### config.mk
export PLATFORM = sky130hd
export DESIGN_NAME = structure_tensor_gen
export DESIGN_NICKNAME = d
export VERILOG_FILES = /design/src/rtl/structure_tensor_gen.sv
export SDC_FILE = /design/constraint.sdc
export NUM_CORES = 2
export LEC_CHECK = 0
export CORE_ASPECT_RATIO = 1.5
export CORE_MARGIN = 5
export CORE_UTILIZATION = 50
export CTS_CLUSTER_SIZE = 20
export DETAILED_ROUTE_END_ITERATION = 10
export PLACE_DENSITY = 0.67
export SLEW_MARGIN = 40
export SYNTH_ARGS = -nofsm -noshare
export SYNTH_HDL_FRONTEND = slang
export SYNTH_SLANG_ARGS = --single-unit
### constraint.sdc
create_clock -name clk -period 35.2 [get_ports clk]
set_input_delay 5.28 -clock clk [delete_from_list [all_inputs] [get_ports clk]]
set_output_delay 5.28 -clock clk [all_outputs]
set_load 0.1 [all_outputs]
### src/rtl/structure_tensor_gen.sv
// Structure-tensor generator: per-sample gradient products (stage 1) summed over a
// sliding WINDOW-sample horizontal window that restarts at each line (stage 2).
module structure_tensor_gen #(
   parameter int GRAD_WIDTH   = 10,
   parameter int TENSOR_WIDTH = 24,
   parameter int WINDOW       = 5
) (
   input  logic                           clk,
   input  logic                           rst,
   input  logic                           en,
   input  logic                           line_start,
   input  logic signed [GRAD_WIDTH-1:0]   gx,
   input  logic signed [GRAD_WIDTH-1:0]   gy,
   input  logic signed [GRAD_WIDTH-1:0]   gt,
   output logic signed [TENSOR_WIDTH-1:0] xx,
   output logic signed [TENSOR_WIDTH-1:0] yy,
   output logic signed [TENSOR_WIDTH-1:0] tt,
   output logic signed [TENSOR_WIDTH-1:0] xy,
   output logic signed [TENSOR_WIDTH-1:0] xt,
   output logic signed [TENSOR_WIDTH-1:0] yt,
   output logic                           tensor_valid
);

   // No handshake: en advances every register at once, one sample per enabled edge,
   // and nothing downstream can stall this block.
   localparam int PW = 2 * GRAD_WIDTH;
   localparam int NC = 6;
   localparam int FW = $clog2(WINDOW + 1);
   localparam logic [FW-1:0] FILL_MAX = FW'(WINDOW);

   logic signed [PW-1:0]           gx_e, gy_e, gt_e;
   logic signed [PW-1:0]           prod [NC];
   logic signed [TENSOR_WIDTH-1:0] s1_p [NC];
   logic                           s1_v;
   logic                           start_d;
   logic signed [TENSOR_WIDTH-1:0] hist [NC][WINDOW];
   logic signed [TENSOR_WIDTH-1:0] sum  [NC];
   logic [FW-1:0]                  fill;
   logic [FW-1:0]                  fill_nxt;

   // Operands widened first so each product is formed at full 2*GRAD_WIDTH precision.
   assign gx_e = {{GRAD_WIDTH{gx[GRAD_WIDTH-1]}}, gx};
   assign gy_e = {{GRAD_WIDTH{gy[GRAD_WIDTH-1]}}, gy};
   assign gt_e = {{GRAD_WIDTH{gt[GRAD_WIDTH-1]}}, gt};

   always_comb begin
      prod[0] = gx_e * gx_e;
      prod[1] = gy_e * gy_e;
      prod[2] = gt_e * gt_e;
      prod[3] = gx_e * gy_e;
      prod[4] = gx_e * gt_e;
      prod[5] = gy_e * gt_e;
   end

   always_ff @(posedge clk or posedge rst) begin
      if (rst) begin
         for (int c = 0; c < NC; c++) s1_p[c] <= '0;
         s1_v    <= 1'b0;
         start_d <= 1'b0;
      end else if (en) begin
         for (int c = 0; c < NC; c++)
            s1_p[c] <= {{(TENSOR_WIDTH-PW){prod[c][PW-1]}}, prod[c]};
         s1_v    <= 1'b1;
         start_d <= line_start;
      end
   end

   always_comb begin
      fill_nxt = fill;
      if (start_d)
         fill_nxt = FW'(1);
      else if (fill != FILL_MAX)
         fill_nxt = fill + FW'(1);
   end

   // The running sum always equals the sum of the history entries, so dropping the
   // oldest entry on each update keeps it exact; clearing history on restart keeps
   // the partial sums of a new line free of the previous line's samples.
   always_ff @(posedge clk or posedge rst) begin
      if (rst) begin
         for (int c = 0; c < NC; c++) begin
            sum[c] <= '0;
            for (int w = 0; w < WINDOW; w++) hist[c][w] <= '0;
         end
         fill         <= '0;
         tensor_valid <= 1'b0;
      end else if (en && s1_v) begin
         for (int c = 0; c < NC; c++) begin
            hist[c][0] <= s1_p[c];
            if (start_d) begin
               sum[c] <= s1_p[c];
               for (int w = 1; w < WINDOW; w++) hist[c][w] <= '0;
            end else begin
               sum[c] <= sum[c] + s1_p[c] - hist[c][WINDOW-1];
               for (int w = 1; w < WINDOW; w++) hist[c][w] <= hist[c][w-1];
            end
         end
         fill         <= fill_nxt;
         tensor_valid <= (fill_nxt == FILL_MAX);
      end
   end

   assign xx = sum[0];
   assign yy = sum[1];
   assign tt = sum[2];
   assign xy = sum[3];
   assign xt = sum[4];
   assign yt = sum[5];

endmodule

* After elaboration in Yosys (flattened, before gate mapping)
Cells that the tools add are included. Widths: inputs -> output; s select.
Word-level totals: register bits after elaboration 966, bits of input ports 34, output and inout port bits 145, logic and storage cells 82
Operators by class: add/subtract/negate cells 13, $mul 6, equality and inequality tests 2, multiplexer cells 14, reduce and logical (&&, ||, !) cells 1
Operators with widths (count):
- $mux 96 | 6
- $add 24x20->24 | 6
- $mux 24 | 6
- $sub 24x24->24 | 6
- $mul 10x10->20 | 6
- $mux 3 | 2
- $add 3x1->3 const B | 1
- $eq 3x3->1 const B | 1
- $ne 3x3->1 const B | 1
- $logic_and 1x1->1 | 1

* Logic depth before layout (Yosys ltp)
depth in word-level cells 4, mapped depth 23, depth with buffers taken out 21

* Worst setup path before layout
Ideal clock, no wire load.
path kind in2reg, start point input port gy[6], end point register s1_p[18] in the netlist's numbering, setup time 0.145 ns, data arrival time 10.324 ns, data required time 35.055 ns, setup slack 24.731 ns, stages 22, buffers on the path 2, cells stage by stage clkbuf_1 -> clkbuf_1 -> nand2_1 -> fa_1 -> inv_1 -> fa_1 -> inv_1 -> fa_1 -> inv_1 -> fa_1 -> inv_1 -> fa_1 -> inv_1 -> ha_1 -> a21o_1 -> a31o_2 -> a211oi_2 -> nor3_1 -> a2111o_1 -> a21oi_1 -> xor2_1 -> mux2i_1
On the way: cells in the longest elaborated chain, start to end 1
Ends and longest elaborated chain:
- start: declaration | line 13 | input logic signed [GRAD_WIDTH-1:0] gy,
- $mul 10x10->20 | line 52 | prod[5] = gy_e * gt_e;
- end signal: indexed assignment | line 62 | s1_p[c] <= {{(TENSOR_WIDTH-PW){prod[c][PW-1]}}, prod[c]};
- end: declaration | line 33 | logic signed [TENSOR_WIDTH-1:0] s1_p [NC];
No other way between the ends. A chain may end at the register's enable or synchronous reset.

* Worst setup path after layout
start point input port gx[2], end point register s1_p[138] in the netlist's numbering
On the way: cells in the longest elaborated chain, start to end 1
Ends and longest elaborated chain:
- start: declaration | line 12 | input logic signed [GRAD_WIDTH-1:0] gx,
- $mul 10x10->20 | line 47 | prod[0] = gx_e * gx_e;
No other way between the ends.

==> results.py <==
metrics = {
    "cells_and_area": {
        "fillers": 12200,
        "layout.nets": 8669,
        "drive_gt1_share_pct": 5.51,
        "finalNonFillerCells": 9363,
        "area_growth_pct": 8.59,
    },
    "global_route": {
        "grt_pass1_wl_um": 261000,
        "gr-usage-met1_pct": 29.2,
        "antenna_found_initial": 5,
        "grtUsageMet3_pct": 3.75,
        "top_usage_layer": "met2",
        "grt_max_degree": 239,
        "grt_use_met2_pct": 39.8,
        "grt-ovfl-total": 0,
        "grt.total_usage_pct": 22.7,
        "grt_pass1_vias": 50800,
    },
    "hold_path": {
        "hold_path.class": "flop to flop",
        "hold_start": "hist[412]",
    },
    "synthesis": {
        "synth_cells": 7583,
        "synth_area_um2": 66500,
        "synth_common_cells": "nand2_1, inv_1, dfrtp_1",
        "netlist.area_leader.share_pct": 32.2,
        "yosysMostFrequentCell": "nand2_1",
        "ys_ff_latch": 856,
        "synth_edf_count": 0,
        "ys_warn_count": 0,
        "ys_types": 86,
        "syn_nets": 8704,
        "syn_avg_cell_area_um2": 8.78,
        "yosysSeqAreaShare_pct": 32.2,
        "synthTopCellsByArea": "dfrtp_1, fa_1, nand2_1, ha_1, inv_1",
        "ys.flop_type": "dfrtp_1",
        "async_reset_ff_share_pct": 100,
        "yosysTopAreaCell": "dfrtp_1",
    },
    "sta": {
        "rsz0062_at_grt": "no",
        "finalMaxSlewViolations": 0,
        "holdWs_ps": 478,
        "slew_headroom_pct": 41.5,
        "period_share_pct": 30.4,
        "setup_viol": 0,
        "max_freq_mhz": 93.4,
        "finClkSkew_ps": 36.0,
        "period_needed_ps": 10700,
        "finalHoldViolations": 0,
        "tns_ps": 0,
        "worst_pin_slew_ps": 878,
    },
    "floorplanning": {
        "die_area_um2": 141000,
        "core_area_um2": 133000,
        "ios": 179,
        "die_x_um": 308,
        "die_h_um": 457,
        "rows": 164,
        "start_util_pct": 50.1,
    },
    "clock_network": {
        "cts.sinks": 856,
        "clock_latency_ps": 720,
        "cts_inserted_buffers": 89,
        "cts_resized": 0,
        "clk_pin_slew_ps": 60,
        "cts_setup_buffers": 0,
        "clockBufferDepth": 3,
        "cts_tree": "built",
        "cts.htree.levels": 3,
        "cts_hold_buffers": 0,
        "ctsRootBufferMaster": "clkbuf_16",
    },
    "job": {
        "cap_violations": 0,
    },
    "critical_path": {
        "timing.critical_path.cells": "clkdlybuf4s50_1 > buf_4 > inv_1 > nor2_1 > fa_1 > inv_1 > fa_1 > inv_1 > fa_1 > fa_1 > inv_1 > fa_1 > inv_1 > ha_1 > or3_1 > a2111oi_4 > nor3_1 > a2111o_1 > a21oi_1 > xor2_1 > mux2i_1",
        "critPathKind": "primary input to flop",
        "crit_fanout": 28,
        "slowest_stage": "fa_1",
        "crit_start": "gx[2]",
        "cp-end-kind": "flop",
        "start_kind": "primary input",
        "max_stage_delay_ps": 530,
        "cp.arrival_ps": 11270,
        "required_ps": 35770,
        "timing.rr.start": "start_d",
    },
    "placement": {
        "gp_congestion": 0.890,
        "dp_hpwl_um": 116000,
        "dp_cells": 9198,
        "portBuffers": 178,
    },
    "outcome": {
        "outcome": "completed",
    },
    "detailed_routing": {
        "ant_nets": 0,
        "drt-initial-drc-count": 2875,
        "wl_per_cell_um": 16.8,
        "via_per_inst": 5.24,
        "drt_wl_total_um": 158000,
        "drt_pass1_iterations": 5,
        "vias": 49100,
        "drc_errors": 0,
    },
}
layer usage:
layer / vias up / part of all wire [%]
met1: 24300 / 42
met5: - / 0.013
li1: 23600 / -
met2: 929 / 50
met3: 233 / 5.3
met4: 2 / 2.6
critical path: cells and delay by family:
family	cells	cell delay, ps
AOI/OAI and AO/OA	3	970
xor gates and xnor gates	1	160
adders and majority gates	6	2530
buffers and inverters	7	1440
muxes	1	80
and+or+nand+nor	3	790
path summary, 6_finish.rpt:
path / endpoint / slack, ps / cells past startpoint
setup / recovery: s1_p[138] / 24500 / 21
hold / removal: hist[412] / 480 / 2
setup reg to reg: xy[16] / 30580 / 10
hold reg to reg: hist[412] / 480 / 2
max in group asynchronous: s1_p[10] / 27230 / 8
min in group asynchronous: hist[488] / 5020 / 2
sequential cells by signal, summed over array words and instances (netlist names):
| register | cells |
|---|---|
| xt | 24 |
| tensor_valid | 1 |
| xy | 24 |
| tt | 24 |
| s1_v | 1 |
| hist | 589 |
| start_d | 1 |
| fill | 3 |
| yt | 24 |
| yy | 24 |
| s1_p | 117 |
| xx | 24 |
logic make-up after synthesis:
family	Yosys count	share of synthesized area [%]
flip-flops	856	32.2
XOR/XNOR	254	3.35
AO/OA/AOI/OAI	1447	12.6
adder cells (fa/ha/maj)	1087	27.7
buffers and inverters	1734	9.78
multiplexers	51	0.780
AND/OR/NAND/NOR	2154	13.6
layout by cell type, fill, tap and decap left out, drive strengths merged, types with 19 or more instances in the layout:
master         instances
clkinv                20
a31oi                 29
clkbuf               123
inv                 1373
a21o                  90
nor2b                 32
o21bai                32
and3                  32
mux2i                 47
o21ai                812
nand2b                26
or3                   19
ha                   442
nor3                  68
clkdlybuf4s50         27
and2                 133
buf                  211
xnor2                180
dfrtp                856
nor2                 204
a211oi                78
a21oi                259
nand2               1537
nand3                 56
fa                   645
xor2                  74
layout make-up:
cell class	count	area (um^2)	area share [%]
antenna	2	5.00	0.00693
clock buffer	121	2580	3.57
clock inverter	40	539	0.746
inverter	1368	5150	7.13
multi-input combinational	4993	38600	53.5
sequential	856	21400	29.7
tap	1743	2180	3.02
timing repair buffer	240	1740	2.40
per-stage QoR:
stage	setup WS [ps]	utilization [%]	instance area [um^2]
6_report	24500	54.4	72300
5_1_grt	24230	54.4	72300
3_3_place_gp	23590	52.4	69600
3_5_place_dp	23410	52.0	69100
2_1_floorplan	5870	-	66500
4_1_cts	24100	54.4	72200
Power is not shown: default switching activity piles up to over one toggle a cycle in this logic, so the estimate is an artifact.
